`config.mk`:
```
export PLATFORM = sky130hd
export DESIGN_NAME = sample_uart_framer_flat
export DESIGN_NICKNAME = d
export VERILOG_FILES = /design/src/rtl/sample_uart_framer_pkg.sv /design/src/rtl/sample_uart_framer_if.sv /design/src/rtl/sample_uart_framer_fifo.sv /design/src/rtl/sample_uart_framer.sv /design/src/flat_wrapper.sv
export SDC_FILE = /design/constraint.sdc
export NUM_CORES = 1
export LEC_CHECK = 0
export BUFFER_PORTS_ARGS = -buffer_cell sky130_fd_sc_hd__buf_4
export CAP_MARGIN = 40
export CELL_PAD_IN_SITES_DETAIL_PLACEMENT = 1
export CELL_PAD_IN_SITES_GLOBAL_PLACEMENT = 1
export CORE_ASPECT_RATIO = 0.8
export CORE_UTILIZATION = 56
export CTS_CLUSTER_SIZE = 20
export DETAILED_ROUTE_END_ITERATION = 8
export GPL_TIMING_DRIVEN = 0
export PLACE_DENSITY_LB_ADDON = 0.1
export SLEW_MARGIN = 20
export SYNTH_ARGS = -nofsm -noshare
export SYNTH_HDL_FRONTEND = slang
export SYNTH_SLANG_ARGS = --single-unit
export TNS_END_PERCENT = 50
```
`constraint.sdc`:
```
create_clock -name clk100 -period 6.8 [get_ports clk100]
set_clock_uncertainty 0.15 [all_clocks]
set_input_delay 0.34 -clock clk100 [delete_from_list [all_inputs] [get_ports clk100]]
set_output_delay 0.34 -clock clk100 [all_outputs]
set_load 0.01 [all_outputs]
```
`src/rtl/sample_uart_framer_pkg.sv`:
```
// Shared FSM encoding, frame geometry and header constant for the sample framer.
// Build option FRAMER_CHECKSUM_EN appends an XOR checksum byte to every frame.
package framer_pkg;

    typedef enum logic [2:0] {
        ST_IDLE       = 3'd0,
        ST_LOAD       = 3'd1,
        ST_SEND       = 3'd2,
        ST_WAIT_BUSY  = 3'd3,
        ST_WAIT_READY = 3'd4
    } state_e;

    localparam int SAMPLE_W = 12;
    localparam int PAIR_W   = 2 * SAMPLE_W;

`ifdef FRAMER_CHECKSUM_EN
    localparam int FRAME_LEN = 6;
`else
    localparam int FRAME_LEN = 5;
`endif

    localparam int IDX_W = $clog2(FRAME_LEN);

    localparam logic [7:0] DEFAULT_HEADER = 8'hAA;

    // pair layout is {v[11:0], i[11:0]}; index 0 (and anything unused) is the header
    function automatic logic [7:0] frame_byte(input logic [7:0]        header,
                                              input logic [PAIR_W-1:0] pair,
                                              input logic [IDX_W-1:0]  idx);
        logic [7:0] b;
        case (idx)
            IDX_W'(1): b = {4'h0, pair[23:20]};
            IDX_W'(2): b = pair[19:12];
            IDX_W'(3): b = {4'h0, pair[11:8]};
            IDX_W'(4): b = pair[7:0];
`ifdef FRAMER_CHECKSUM_EN
            IDX_W'(5): b = header ^ {4'h0, pair[23:20]} ^ pair[19:12]
                                  ^ {4'h0, pair[11:8]} ^ pair[7:0];
`endif
            default:   b = header;
        endcase
        return b;
    endfunction

endpackage

```
`src/rtl/sample_uart_framer_if.sv`:
```
// Bundle of sampler, UART and status signals around the framer, plus debug taps.
// Build option FRAMER_CHECKSUM_EN only changes the frame length, not this bundle.
interface sample_uart_framer_if;
    import framer_pkg::*;

    // Sampler side: sample_valid is a one-cycle strobe, no back-pressure.
    // UART side: tx_en may pulse only while tx_ready is 1; tx_ready falling
    // afterwards acknowledges the byte and rising again means the line is idle.
    logic                sample_valid;
    logic [SAMPLE_W-1:0] sample_v;
    logic [SAMPLE_W-1:0] sample_i;
    logic [7:0]          tx_byte;
    logic                tx_en;
    logic                tx_ready;
    logic                fifo_full;
    logic                overflow;
    logic [7:0]          drop_count;
    state_e              dbg_state;
    logic [7:0]          dbg_count;

    modport master (
        input  sample_valid, sample_v, sample_i, tx_ready,
        output tx_byte, tx_en, fifo_full, overflow, drop_count, dbg_state, dbg_count
    );

    modport slave (
        output sample_valid, sample_v, sample_i, tx_ready,
        input  tx_byte, tx_en, fifo_full, overflow, drop_count, dbg_state, dbg_count
    );

endinterface

```
`src/rtl/sample_uart_framer_fifo.sv`:
```
// Synchronous FIFO with registered read data (valid the cycle after pop).
// Push into a full FIFO succeeds only when a pop happens in the same cycle.
module sync_fifo #(
    parameter int WIDTH = 24,
    parameter int DEPTH = 8
) (
    input  logic                   clk100,
    input  logic                   rst,
    input  logic                   push_i,
    input  logic [WIDTH-1:0]       wdata_i,
    input  logic                   pop_i,
    output logic [WIDTH-1:0]       rdata_o,
    output logic                   full_o,
    output logic                   empty_o,
    output logic [$clog2(DEPTH):0] count_o
);
    localparam int AW = $clog2(DEPTH);
    localparam int CW = AW + 1;

    logic [WIDTH-1:0] mem_q [DEPTH];
    logic [AW-1:0]    wr_ptr_q, wr_ptr_d;
    logic [AW-1:0]    rd_ptr_q, rd_ptr_d;
    logic [CW-1:0]    count_q, count_d;
    logic             full_q, full_d;
    logic             empty_q, empty_d;
    logic [WIDTH-1:0] rdata_q;
    logic             do_push;
    logic             do_pop;

    assign do_pop  = pop_i && !empty_q;
    assign do_push = push_i && (!full_q || do_pop);

    always_comb begin
        wr_ptr_d = wr_ptr_q;
        rd_ptr_d = rd_ptr_q;
        count_d  = count_q;
        if (do_push) begin
            wr_ptr_d = wr_ptr_q + AW'(1);
        end
        if (do_pop) begin
            rd_ptr_d = rd_ptr_q + AW'(1);
        end
        case ({do_push, do_pop})
            2'b10:   count_d = count_q + CW'(1);
            2'b01:   count_d = count_q - CW'(1);
            default: count_d = count_q;
        endcase
        full_d  = (count_d == CW'(DEPTH));
        empty_d = (count_d == '0);
    end

    always_ff @(posedge clk100 or negedge rst) begin
        if (!rst) begin
            wr_ptr_q <= '0;
            rd_ptr_q <= '0;
            count_q  <= '0;
            full_q   <= 1'b0;
            empty_q  <= 1'b1;
            rdata_q  <= '0;
        end else begin
            wr_ptr_q <= wr_ptr_d;
            rd_ptr_q <= rd_ptr_d;
            count_q  <= count_d;
            full_q   <= full_d;
            empty_q  <= empty_d;
            if (do_pop) begin
                rdata_q <= mem_q[rd_ptr_q];
            end
        end
    end

    // Storage needs no reset: occupancy alone decides what is readable.
    always_ff @(posedge clk100) begin
        if (do_push) begin
            mem_q[wr_ptr_q] <= wdata_i;
        end
    end

    assign rdata_o = rdata_q;
    assign full_o  = full_q;
    assign empty_o = empty_q;
    assign count_o = count_q;

endmodule

```
`src/rtl/sample_uart_framer.sv`:
```
// Packs {v,i} sample pairs into header-led byte frames and paces them into the UART.
// Build option FRAMER_CHECKSUM_EN: 6-byte frames with a trailing XOR checksum.
module sample_uart_framer
    import framer_pkg::*;
#(
    parameter int         FIFO_DEPTH = 8,
    parameter logic [7:0] HEADER     = DEFAULT_HEADER
) (
    input logic                  clk100,
    input logic                  rst,
    sample_uart_framer_if.master bus
);
    localparam int CW = $clog2(FIFO_DEPTH) + 1;

    state_e             state_q, state_d;
    logic [IDX_W-1:0]   idx_q, idx_d;
    logic [7:0]         tx_byte_q, tx_byte_d;
    logic               tx_en_q, tx_en_d;
    logic               overflow_q, overflow_d;
    logic [7:0]         drop_q, drop_d;

    logic               fifo_pop;
    logic               fifo_full;
    logic               fifo_empty;
    logic [CW-1:0]      fifo_count;
    logic [PAIR_W-1:0]  frame_pair;
    logic               drop;
    logic               last_byte;

    sync_fifo #(
        .WIDTH (PAIR_W),
        .DEPTH (FIFO_DEPTH)
    ) u_fifo (
        .clk100  (clk100),
        .rst     (rst),
        .push_i  (bus.sample_valid),
        .wdata_i ({bus.sample_v, bus.sample_i}),
        .pop_i   (fifo_pop),
        .rdata_o (frame_pair),
        .full_o  (fifo_full),
        .empty_o (fifo_empty),
        .count_o (fifo_count)
    );

    // The head stays in the FIFO until the UART is free, so fifo_full and the
    // drop counter reflect every sample still waiting for the line.
    assign fifo_pop  = (state_q == ST_IDLE) && !fifo_empty && bus.tx_ready;
    assign drop      = bus.sample_valid && fifo_full && !fifo_pop;
    assign last_byte = (idx_q == IDX_W'(FRAME_LEN - 1));

    always_comb begin
        state_d   = state_q;
        idx_d     = idx_q;
        tx_byte_d = tx_byte_q;
        tx_en_d   = 1'b0;
        case (state_q)
            ST_IDLE: begin
                if (fifo_pop) begin
                    idx_d   = '0;
                    state_d = ST_LOAD;
                end
            end
            ST_LOAD: begin
                tx_byte_d = frame_byte(HEADER, frame_pair, idx_q);
                state_d   = ST_SEND;
            end
            ST_SEND: begin
                if (bus.tx_ready) begin
                    tx_en_d = 1'b1;
                    state_d = ST_WAIT_BUSY;
                end
            end
            ST_WAIT_BUSY: begin
                if (!bus.tx_ready) begin
                    state_d = ST_WAIT_READY;
                end
            end
            ST_WAIT_READY: begin
                if (bus.tx_ready) begin
                    if (last_byte) begin
                        state_d = ST_IDLE;
                    end else begin
                        idx_d   = idx_q + IDX_W'(1);
                        state_d = ST_LOAD;
                    end
                end
            end
            default: begin
                state_d = ST_IDLE;
            end
        endcase
    end

    always_comb begin
        overflow_d = overflow_q | drop;
        drop_d     = drop_q;
        if (drop && (drop_q != 8'hFF)) begin
            drop_d = drop_q + 8'd1;
        end
    end

    always_ff @(posedge clk100 or negedge rst) begin
        if (!rst) begin
            state_q    <= ST_IDLE;
            idx_q      <= '0;
            tx_byte_q  <= 8'h00;
            tx_en_q    <= 1'b0;
            overflow_q <= 1'b0;
            drop_q     <= 8'h00;
        end else begin
            state_q    <= state_d;
            idx_q      <= idx_d;
            tx_byte_q  <= tx_byte_d;
            tx_en_q    <= tx_en_d;
            overflow_q <= overflow_d;
            drop_q     <= drop_d;
        end
    end

    assign bus.tx_byte    = tx_byte_q;
    assign bus.tx_en      = tx_en_q;
    assign bus.fifo_full  = fifo_full;
    assign bus.overflow   = overflow_q;
    assign bus.drop_count = drop_q;
    assign bus.dbg_state  = state_q;
    // Debug occupancy view; depths up to 128 fit in eight bits.
    assign bus.dbg_count  = 8'(fifo_count);

endmodule

```
`src/flat_wrapper.sv`:
```
// flat-port wrapper written by rule: the top's interface ports become plain ports
module sample_uart_framer_flat import framer_pkg::*;
#(
    parameter int         FIFO_DEPTH = 8,
    parameter logic [7:0] HEADER     = DEFAULT_HEADER
)
  (clk100, rst, bus_sample_valid, bus_sample_v, bus_sample_i, bus_tx_ready, bus_tx_byte, bus_tx_en, bus_fifo_full, bus_overflow, bus_drop_count, bus_dbg_state, bus_dbg_count);
  sample_uart_framer_if bus_i ();
  input logic clk100;
  input logic rst;
  input wire logic [$bits(bus_i.sample_valid)-1:0] bus_sample_valid;
  input wire logic [$bits(bus_i.sample_v)-1:0] bus_sample_v;
  input wire logic [$bits(bus_i.sample_i)-1:0] bus_sample_i;
  input wire logic [$bits(bus_i.tx_ready)-1:0] bus_tx_ready;
  output wire logic [$bits(bus_i.tx_byte)-1:0] bus_tx_byte;
  output wire logic [$bits(bus_i.tx_en)-1:0] bus_tx_en;
  output wire logic [$bits(bus_i.fifo_full)-1:0] bus_fifo_full;
  output wire logic [$bits(bus_i.overflow)-1:0] bus_overflow;
  output wire logic [$bits(bus_i.drop_count)-1:0] bus_drop_count;
  output wire logic [$bits(bus_i.dbg_state)-1:0] bus_dbg_state;
  output wire logic [$bits(bus_i.dbg_count)-1:0] bus_dbg_count;
  assign bus_i.sample_valid = bus_sample_valid;
  assign bus_i.sample_v = bus_sample_v;
  assign bus_i.sample_i = bus_sample_i;
  assign bus_i.tx_ready = bus_tx_ready;
  assign bus_tx_byte = bus_i.tx_byte;
  assign bus_tx_en = bus_i.tx_en;
  assign bus_fifo_full = bus_i.fifo_full;
  assign bus_overflow = bus_i.overflow;
  assign bus_drop_count = bus_i.drop_count;
  assign bus_dbg_state = bus_i.dbg_state;
  assign bus_dbg_count = bus_i.dbg_count;
  sample_uart_framer #(.FIFO_DEPTH(FIFO_DEPTH), .HEADER(HEADER)) u_core (.clk100(clk100), .rst(rst), .bus(bus_i));
endmodule
```
==> Yosys cells after proc, flatten, opt, wreduce, memory -nomap -nowiden <==
Memory sizes are Yosys's and may differ from the RTL's. A register that Yosys moved wholly into a read port is not among the register bits.
Cells that the tools add are included.
W data, S select, Z words.
{ "word_totals": {"regBits": 36, "ramBits": 192, "out_inout_bits": 30, "word_cells": 69, "memories": 1} }
{ "mem_list": {"columns": ["name", "words", "width", "read_ports", "rd_ports_with_merged_regs", "wr", "line", "source"], "rows": [
  ["u_core.u_fifo.mem_q", 8, 24, 1, 1, 1, "sample_uart_framer_fifo.sv:20", "logic [WIDTH-1:0] mem_q [DEPTH];"]
]} }
{ "classes": {"addsub": 6, "n_eq_ne": 17, "mux": 16, "n_bitwise": 1, "reduce_logical": 17} }
{ "ops": {"columns": ["op", "count"], "rows": [
  ["$pmux W8 S4", 1],
  ["$mux W3", 7],
  ["$pmux W3 S5", 1],
  ["$eq A3 B2 Y1 const B", 4],
  ["$add A3 B1 Y3 const B", 3],
  ["$add A8 B1 Y8 const B", 1],
  ["$ne A2 B2 Y1 const B", 4],
  ["$ne A8 B8 Y1 const B", 1],
  ["$pmux W4 S2", 1],
  ["$reduce_and A4 Y1", 2],
  ["$logic_and A1 B1 Y1", 7],
  ["$eq A3 B1 Y1 const B", 2],
  ["$eq A3 B3 Y1 const B", 2],
  ["$pmux W3 S2", 1],
  ["$mux W1", 5],
  ["$add A4 B1 Y4 const B", 1],
  ["$eq A4 B4 Y1 const B", 1],
  ["$logic_not A1 Y1", 4],
  ["$logic_not A4 Y1", 1],
  ["$sub A4 B1 Y4 const B", 1],
  ["$logic_not A3 Y1", 1],
  ["$eq A2 B1 Y1 const B", 1],
  ["$eq A2 B2 Y1 const B", 1],
  ["$ne A2 B1 Y1 const B", 1],
  ["3 further kinds", 3]
]} }

==> Depth between registers and ports, before layout <==
{ "logic_depth": {"depth_word": 9, "ltp_mapped": 11, "depth_no_buf": 10} }

==> Hierarchy <==
From an unflattened synthesis, not the netlist that was laid out.
{ "unflattened": {"hier_cells": 550, "area_unflattened_um2": 10049.6} }
{ "modules_own_cells": {"columns": ["mod", "instances", "cells_each", "area_per_inst_um2"], "rows": [
  ["sync_fifo", 1, 425, 8735.9],
  ["sample_uart_framer", 1, 125, 1313.8]
]} }

==> Worst setup path before layout <==
Ideal clock, no wire load.
{ "synth_timing": {"path_kind": "reg-to-reg", "from": "register u_core.state_q[2] (netlist: u_core.bus.dbg_state[2])", "to": "memory u_core.u_fifo.mem_q[0][0] (enable)", "t_arrival_ps": 3562, "required_time_ps": 6184, "setup_slack_ps": 2622, "stages_incl_launch_ff": 6, "path_buffers": 1, "synth_period_minus_slack_ps": 4178, "cell_sequence": "dfrtp_1 buf_2 or2_2 o21ai_2 nand2_2 nor4_1"} }
{ "synth_via": {"elab_chain_cells": 8} }
{ "synth_rtl": {"columns": ["item", "line", "source"], "rows": [
  ["from (decl)", "sample_uart_framer.sv:15", "state_e state_q, state_d;"],
  ["from (signal assigned)", "sample_uart_framer.sv:111", "state_q <= state_d;"],
  ["$logic_not A3 Y1", "sample_uart_framer.sv:47", "assign fifo_pop = (state_q == ST_IDLE) && !fifo_empty && bus.tx_ready;"],
  ["$logic_and A1 B1 Y1 (2 in a row)", "sample_uart_framer.sv:47", null],
  ["$logic_and A1 B1 Y1", "sample_uart_framer_fifo.sv:30", "assign do_pop = pop_i && !empty_q;"],
  ["$logic_or A1 B1 Y1", "sample_uart_framer_fifo.sv:31", "assign do_push = push_i && (!full_q || do_pop);"],
  ["$logic_and A1 B1 Y1", "sample_uart_framer_fifo.sv:31", null],
  ["$mux W1", "sample_uart_framer_fifo.sv:74", "if (do_push) begin"],
  ["$mux W1 (not written as such)", "sample_uart_framer_fifo.sv:75", "mem_q[wr_ptr_q] <= wdata_i;"],
  ["to (decl)", "sample_uart_framer_fifo.sv:20", null]
]} }
No other way between the ends.

==> Final worst setup path <==
{ "layout_timing": {"from": "register u_core.state_q[2] (netlist: u_core.bus.dbg_state[2])", "to": "register u_core.u_fifo.empty_q (netlist: u_core.u_fifo.empty_o)"} }
{ "layout_via": {"elab_chain_cells": 9, "elab_cells_between_ends": 10} }
{ "layout_rtl": {"columns": ["item", "line", "source"], "rows": [
  ["$logic_not A3 Y1 (*)", "sample_uart_framer.sv:47", null],
  ["$logic_and A1 B1 Y1 (*) (2 in a row)", "sample_uart_framer.sv:47", null],
  ["$logic_and A1 B1 Y1 (*)", "sample_uart_framer_fifo.sv:30", null],
  ["$logic_or A1 B1 Y1", "sample_uart_framer_fifo.sv:31", null],
  ["$logic_and A1 B1 Y1", "sample_uart_framer_fifo.sv:31", null],
  ["$eq A2 B1 Y1 or $eq A2 B2 Y1 (tied branches)", "sample_uart_framer_fifo.sv:43", "case ({do_push, do_pop})"],
  ["$pmux W4 S2 (*)", "sample_uart_framer_fifo.sv:43", null],
  ["via u_core.u_fifo.count_d[1]", "sample_uart_framer_fifo.sv:23", "logic [CW-1:0] count_q, count_d;"],
  ["$logic_not A4 Y1 (*)", "sample_uart_framer_fifo.sv:49", "empty_d = (count_d == '0);"],
  ["via u_core.u_fifo.empty_d", "sample_uart_framer_fifo.sv:25", "logic empty_q, empty_d;"],
  ["to (signal assigned)", "sample_uart_framer_fifo.sv:65", "empty_q <= empty_d;"],
  ["to (decl)", "sample_uart_framer_fifo.sv:25", null]
]} }
The timed path passes the listed nets; every way through them passes the cells marked *.
A chain may end at the register's enable or synchronous reset.

==> metrics list <==
- Before antenna repair, the detailed router went through 4 iterations.
* Relative slew slack: 0.490
- Clock sinks: 252
* Max Clk Rate: 0.307 GHz
* Total negative setup slack: 0 ns
* IO Pins: 58
- Detailed placement ended at an HPWL of 15200 microns.
- Nets: 717
- In this run, distinct cell masters in the synthesized netlist total 53.
- Summing all placed instances gives a cell area of 10900 sq um.
* Lkg Pwr: 4.41 nW
- The share of the Yosys chip area taken by registers is 0.728.
- Using the TritonRoute via totals, the vias-per-cell ratio works out to 5.91.
- In the synthesized netlist the dominant register cell turns out to be sky130_fd_sc_hd__edfxtp_1.
* GP Congestion: 0.800
- RSZ-0062 raised after global routing: false
- Compound-cell area share of the yosys netlist: 0.0387
- Clock latency on the worst-skew pair: 0.51 ns
- From synthesis to final layout, the design area changed by 20.0%.
- The initial utilization of the core area, before any placement, comes to 0.574.
* Adder and majority gate portion of the synthesized area: 0.0138
- Cell type group with the largest total delay on the critical path: compound AO/OA/AOI/OAI gates
- At the pin with the least slew margin, the transition time is 0.765 ns.
* Count of mapped cells out of synthesis: 548
* Number of hold violations in the final report: 0
- Die ar.: 18400 sq um
- Place WS: 3.53 ns
- In this run, the number of DRC markers left after iteration 0 of detailed routing was 340.
- Root buf cell: sky130_fd_sc_hd__clkbuf_16
- In the final layout, the multi-input gates occupy 2610 sq um.
* CTS clk-pin slew, worst paths: 0.06 ns
* Setup ws final: 3.54 ns
- Global router's overall resource usage: 0.266
* Inserted Clock Buffers: 25
* DRT antenna net count: 0
- The critical path in this run is classified as reg2reg.
- Number of enable-type register cells in the synthesized netlist: 192
- In the final layout, the share of cells above drive strength 1 is 0.277.
- Summed instance area of the synthesized netlist: 9980 sq um
- Fin crit period: 3.26 ns
* Min-Delay Path Class: in2reg
- Number of maximum-capacitance constraint violations: 0
* Antenna cells: 0
* Sort of element at the end of the critical path: flip-flop
* Peak ir drop on the vdd network: 245 uV
- Worst Path Buf+Inv: 1
- Worst-case hold slack: 0.0178 ns
- Port buffering added 53 buffers.
- Outcome: finished clean
* Final setup fails: 0
* Setup Buffers After CTS: 0
- In this run, synthesis produced a sequential element count of 252.
- Data on the critical path arrives at its endpoint at 3.53 ns.
- Critical path's slowest cell: sky130_fd_sc_hd__a2111o_1
- The number of antenna violations at the first check in global routing was 0.
- Combinational family with the most area after synthesis: multiplexers
* Depth of the CTS H-tree: 1
- The number of global-route vias before repair is 6012.
- Walking the worst path, the cells encountered are buf_2 -> or2_2 -> o21ai_2 -> nand2_2 -> ha_1 -> xor2_1 -> ha_1 -> mux2_2 -> a2111o_1 -> a211oi_1.
- The clock passes through at most 3 buffers.
- Entering global routing, the biggest net connects 61 pins.
- Core footprint: 17400 sq um
* Resized cells post-CTS: 0
- Mux cell area share after synthesis: 0.141
* Average instance area after synthesis: 18.2 sq um
* Synthesized-area fraction occupied by and/or/nand/nor cells: 0.0489
* Startpoint types: flip-flop
- The floorplan has 43 rows.
* Clock tree from TritonCTS: yes
- Summing over every cut layer, the via total after detailed routing is 5447.
* XOR/XNOR share of the synthesized area: 0.0123
- Data required time at the worst endpoint: 7.07 ns
* Critical path peak fanout: 10
* Number of remaining DRC errors: 0
- Height of the die: 121 microns
- The first global-routing pass estimated 35200 microns of wire.
* Power density relative to cell area: 404 nW/um^2
- Proportion of register bits with asynchronous set or reset after synthesis: 0.238
- Summing all flip-flop and latch instances after layout gives 7270 sq um.
* Number of hold buffers added after CTS: 26
- Max-slew violation count: 0
* Die Wd: 151 microns
* # fillers: 1482
- For this run, the number of Yosys warnings is 0.
- Delay of the slowest critical-path stage: 0.41 ns
- Cell area after layout: 12000 sq um
* Total routed wirelength: 22900 microns
- Summed over all layers, the global routing overflow is 0.
- Counting stages on the worst path, the most repeated cell is sky130_fd_sc_hd__ha_1.
- Dividing the detail-routed wire length by the instance count gives 24.8 microns.
* Final worst path period share: 0.480
-- power by group --
| group | internal (mW) | leakage (nW) | switching, mW |
|---|---|---|---|
| Sequential | 1.98 | 2.49 | 0.176 |
| Clock | 0.737 | 0.373 | 0.554 |
| Combinational | 0.629 | 1.55 | 0.761 |
| Total | 3.34 | 4.41 | 1.49 |
-- tightest hold or removal path: stages --
cell and delay [ns]:
sky130_fd_sc_hd__buf_4 0.14, sky130_fd_sc_hd__nand3_1 0.08, sky130_fd_sc_hd__xnor2_1 0.07
-- through the flow --
stage	instances	utilization	total power [mW]
after detailed placement	849	0.629	3.56
after global routing	921	0.689	5.04
after CTS	920	0.688	4.87
after floorplan	551	-	3.01
final	921	0.689	4.83
after global placement	829	0.614	3.42
-- metal layers --
layer / track usage / vias up / routed length (microns)
li1: - / 2411 / -
met1: 0.375 / 2849 / 9980
met2: 0.441 / 156 / 11400
met3: 0.0380 / 31 / 1080
met4: 0.0644 / 0 / 429
met5: 0 / - / 0
-- kinds of logic after synthesis --
group           after synthesis
compound gates               59
simple gates                 99
xor+xnor                     14
mux                          79
fa+ha+maj                    11
buf+inv                      33
flops                       252
other cells                   1
-- synth_stat cells, types with 2 or more instances --
master                     instances  share of area
sky130_fd_sc_hd__mux2i_1          25          0.025
sky130_fd_sc_hd__o21ai_1          10         0.0050
sky130_fd_sc_hd__xnor2_1           7         0.0061
sky130_fd_sc_hd__nand2_1          38          0.014
sky130_fd_sc_hd__ha_1             11          0.014
sky130_fd_sc_hd__a31oi_1           4         0.0025
sky130_fd_sc_hd__a22o_1            4         0.0035
sky130_fd_sc_hd__buf_6             2         0.0023
sky130_fd_sc_hd__nor2b_1           3         0.0019
sky130_fd_sc_hd__dfrtp_1          59           0.15
sky130_fd_sc_hd__mux2_1            3         0.0034
sky130_fd_sc_hd__buf_2            10         0.0050
sky130_fd_sc_hd__o21ai_0          16         0.0080
sky130_fd_sc_hd__nor3_1           10         0.0050
sky130_fd_sc_hd__inv_1             7         0.0026
sky130_fd_sc_hd__or2_2             2         0.0013
sky130_fd_sc_hd__mux4_2           48           0.11
sky130_fd_sc_hd__nand2b_1          5         0.0031
sky130_fd_sc_hd__mux2_4            2         0.0030
sky130_fd_sc_hd__buf_4             4         0.0030
sky130_fd_sc_hd__edfxtp_1        192           0.58
sky130_fd_sc_hd__a21oi_1           7         0.0035
sky130_fd_sc_hd__nor2_1           14         0.0053
sky130_fd_sc_hd__clkbuf_1         10         0.0038
sky130_fd_sc_hd__nand3_1           8         0.0040
sky130_fd_sc_hd__a32o_1            2         0.0020
sky130_fd_sc_hd__nor3b_1           2         0.0015
sky130_fd_sc_hd__a22oi_1           8         0.0060
sky130_fd_sc_hd__xor2_1            7         0.0061
sky130_fd_sc_hd__and3_1            4         0.0025
sky130_fd_sc_hd__and2_1            2         0.0013
-- final cells by class --
type / instances / share of cell area
clock buffer: 34 / 0.0567
timing repair buffer: 100 / 0.0746
inverter: 7 / 0.00219
multi-input combinational: 266 / 0.218
clock inverter: 11 / 0.00690
sequential: 252 / 0.607
tap: 225 / 0.0235
buffer: 26 / 0.0117
-- final timing paths --
path | start | end | slack [ns] | cells past startpoint
max in group asynchronous | rst | u_core.u_fifo.rdata_o[5] | 5.93 | 3
worst min-delay path | bus_sample_valid | u_core.u_fifo.wr_ptr_q[2] | 0.02 | 3
min in group asynchronous | rst | u_core.bus.drop_count[6] | 0.08 | 2
worst max register to register | u_core.bus.dbg_state[2] | u_core.u_fifo.empty_o | 3.54 | 10
worst min register to register | u_core.bus.overflow | u_core.bus.overflow | 0.32 | 1
worst max-delay path | u_core.bus.dbg_state[2] | u_core.u_fifo.empty_o | 3.54 | 10
-- placed cells by master (no fill, tap or decap), types with 5 or more instances in the layout --
| master | netlist | layout |
|---|---|---|
| sky130_fd_sc_hd__edfxtp_1 | 192 | 192 |
| sky130_fd_sc_hd__buf_4 | 4 | 66 |
| sky130_fd_sc_hd__dfrtp_1 | 59 | 59 |
| sky130_fd_sc_hd__mux4_2 | 48 | 48 |
| sky130_fd_sc_hd__nand2_1 | 38 | 38 |
| sky130_fd_sc_hd__dlygate4sd3_1 | 0 | 26 |
| sky130_fd_sc_hd__mux2i_1 | 25 | 25 |
| sky130_fd_sc_hd__clkbuf_16 | 0 | 25 |
| sky130_fd_sc_hd__clkbuf_1 | 10 | 17 |
| sky130_fd_sc_hd__o21ai_0 | 16 | 16 |
| sky130_fd_sc_hd__buf_2 | 10 | 14 |
| sky130_fd_sc_hd__nor2_1 | 14 | 11 |
| sky130_fd_sc_hd__ha_1 | 11 | 11 |
| sky130_fd_sc_hd__o21ai_1 | 10 | 10 |
| sky130_fd_sc_hd__nand3_1 | 8 | 8 |
| sky130_fd_sc_hd__a22oi_1 | 8 | 8 |
| sky130_fd_sc_hd__inv_1 | 7 | 7 |
| sky130_fd_sc_hd__a21oi_1 | 7 | 7 |
| sky130_fd_sc_hd__xnor2_1 | 7 | 7 |
| sky130_fd_sc_hd__xor2_1 | 7 | 7 |
| sky130_fd_sc_hd__nor3_1 | 10 | 6 |
| sky130_fd_sc_hd__buf_6 | 2 | 6 |
| sky130_fd_sc_hd__nand2b_1 | 5 | 5 |
| sky130_fd_sc_hd__nor3_2 | 1 | 5 |
| sky130_fd_sc_hd__clkinv_2 | 0 | 5 |
-- sequential cells by signal (all words and copies together), names as in the netlist, 3 cells and up --
name and count:
u_core.u_fifo.count_o 4, u_core.bus.dbg_state 3, u_core.u_fifo.rd_ptr_q 3, u_core.bus.tx_byte 8, u_core.bus.drop_count 8, u_core.u_fifo.wr_ptr_q 3, u_core.u_fifo.rdata_o 24, u_core.u_fifo.mem_q 192
u_core.idx_q 3
Note: power is estimated with default switching activity, not from simulation.
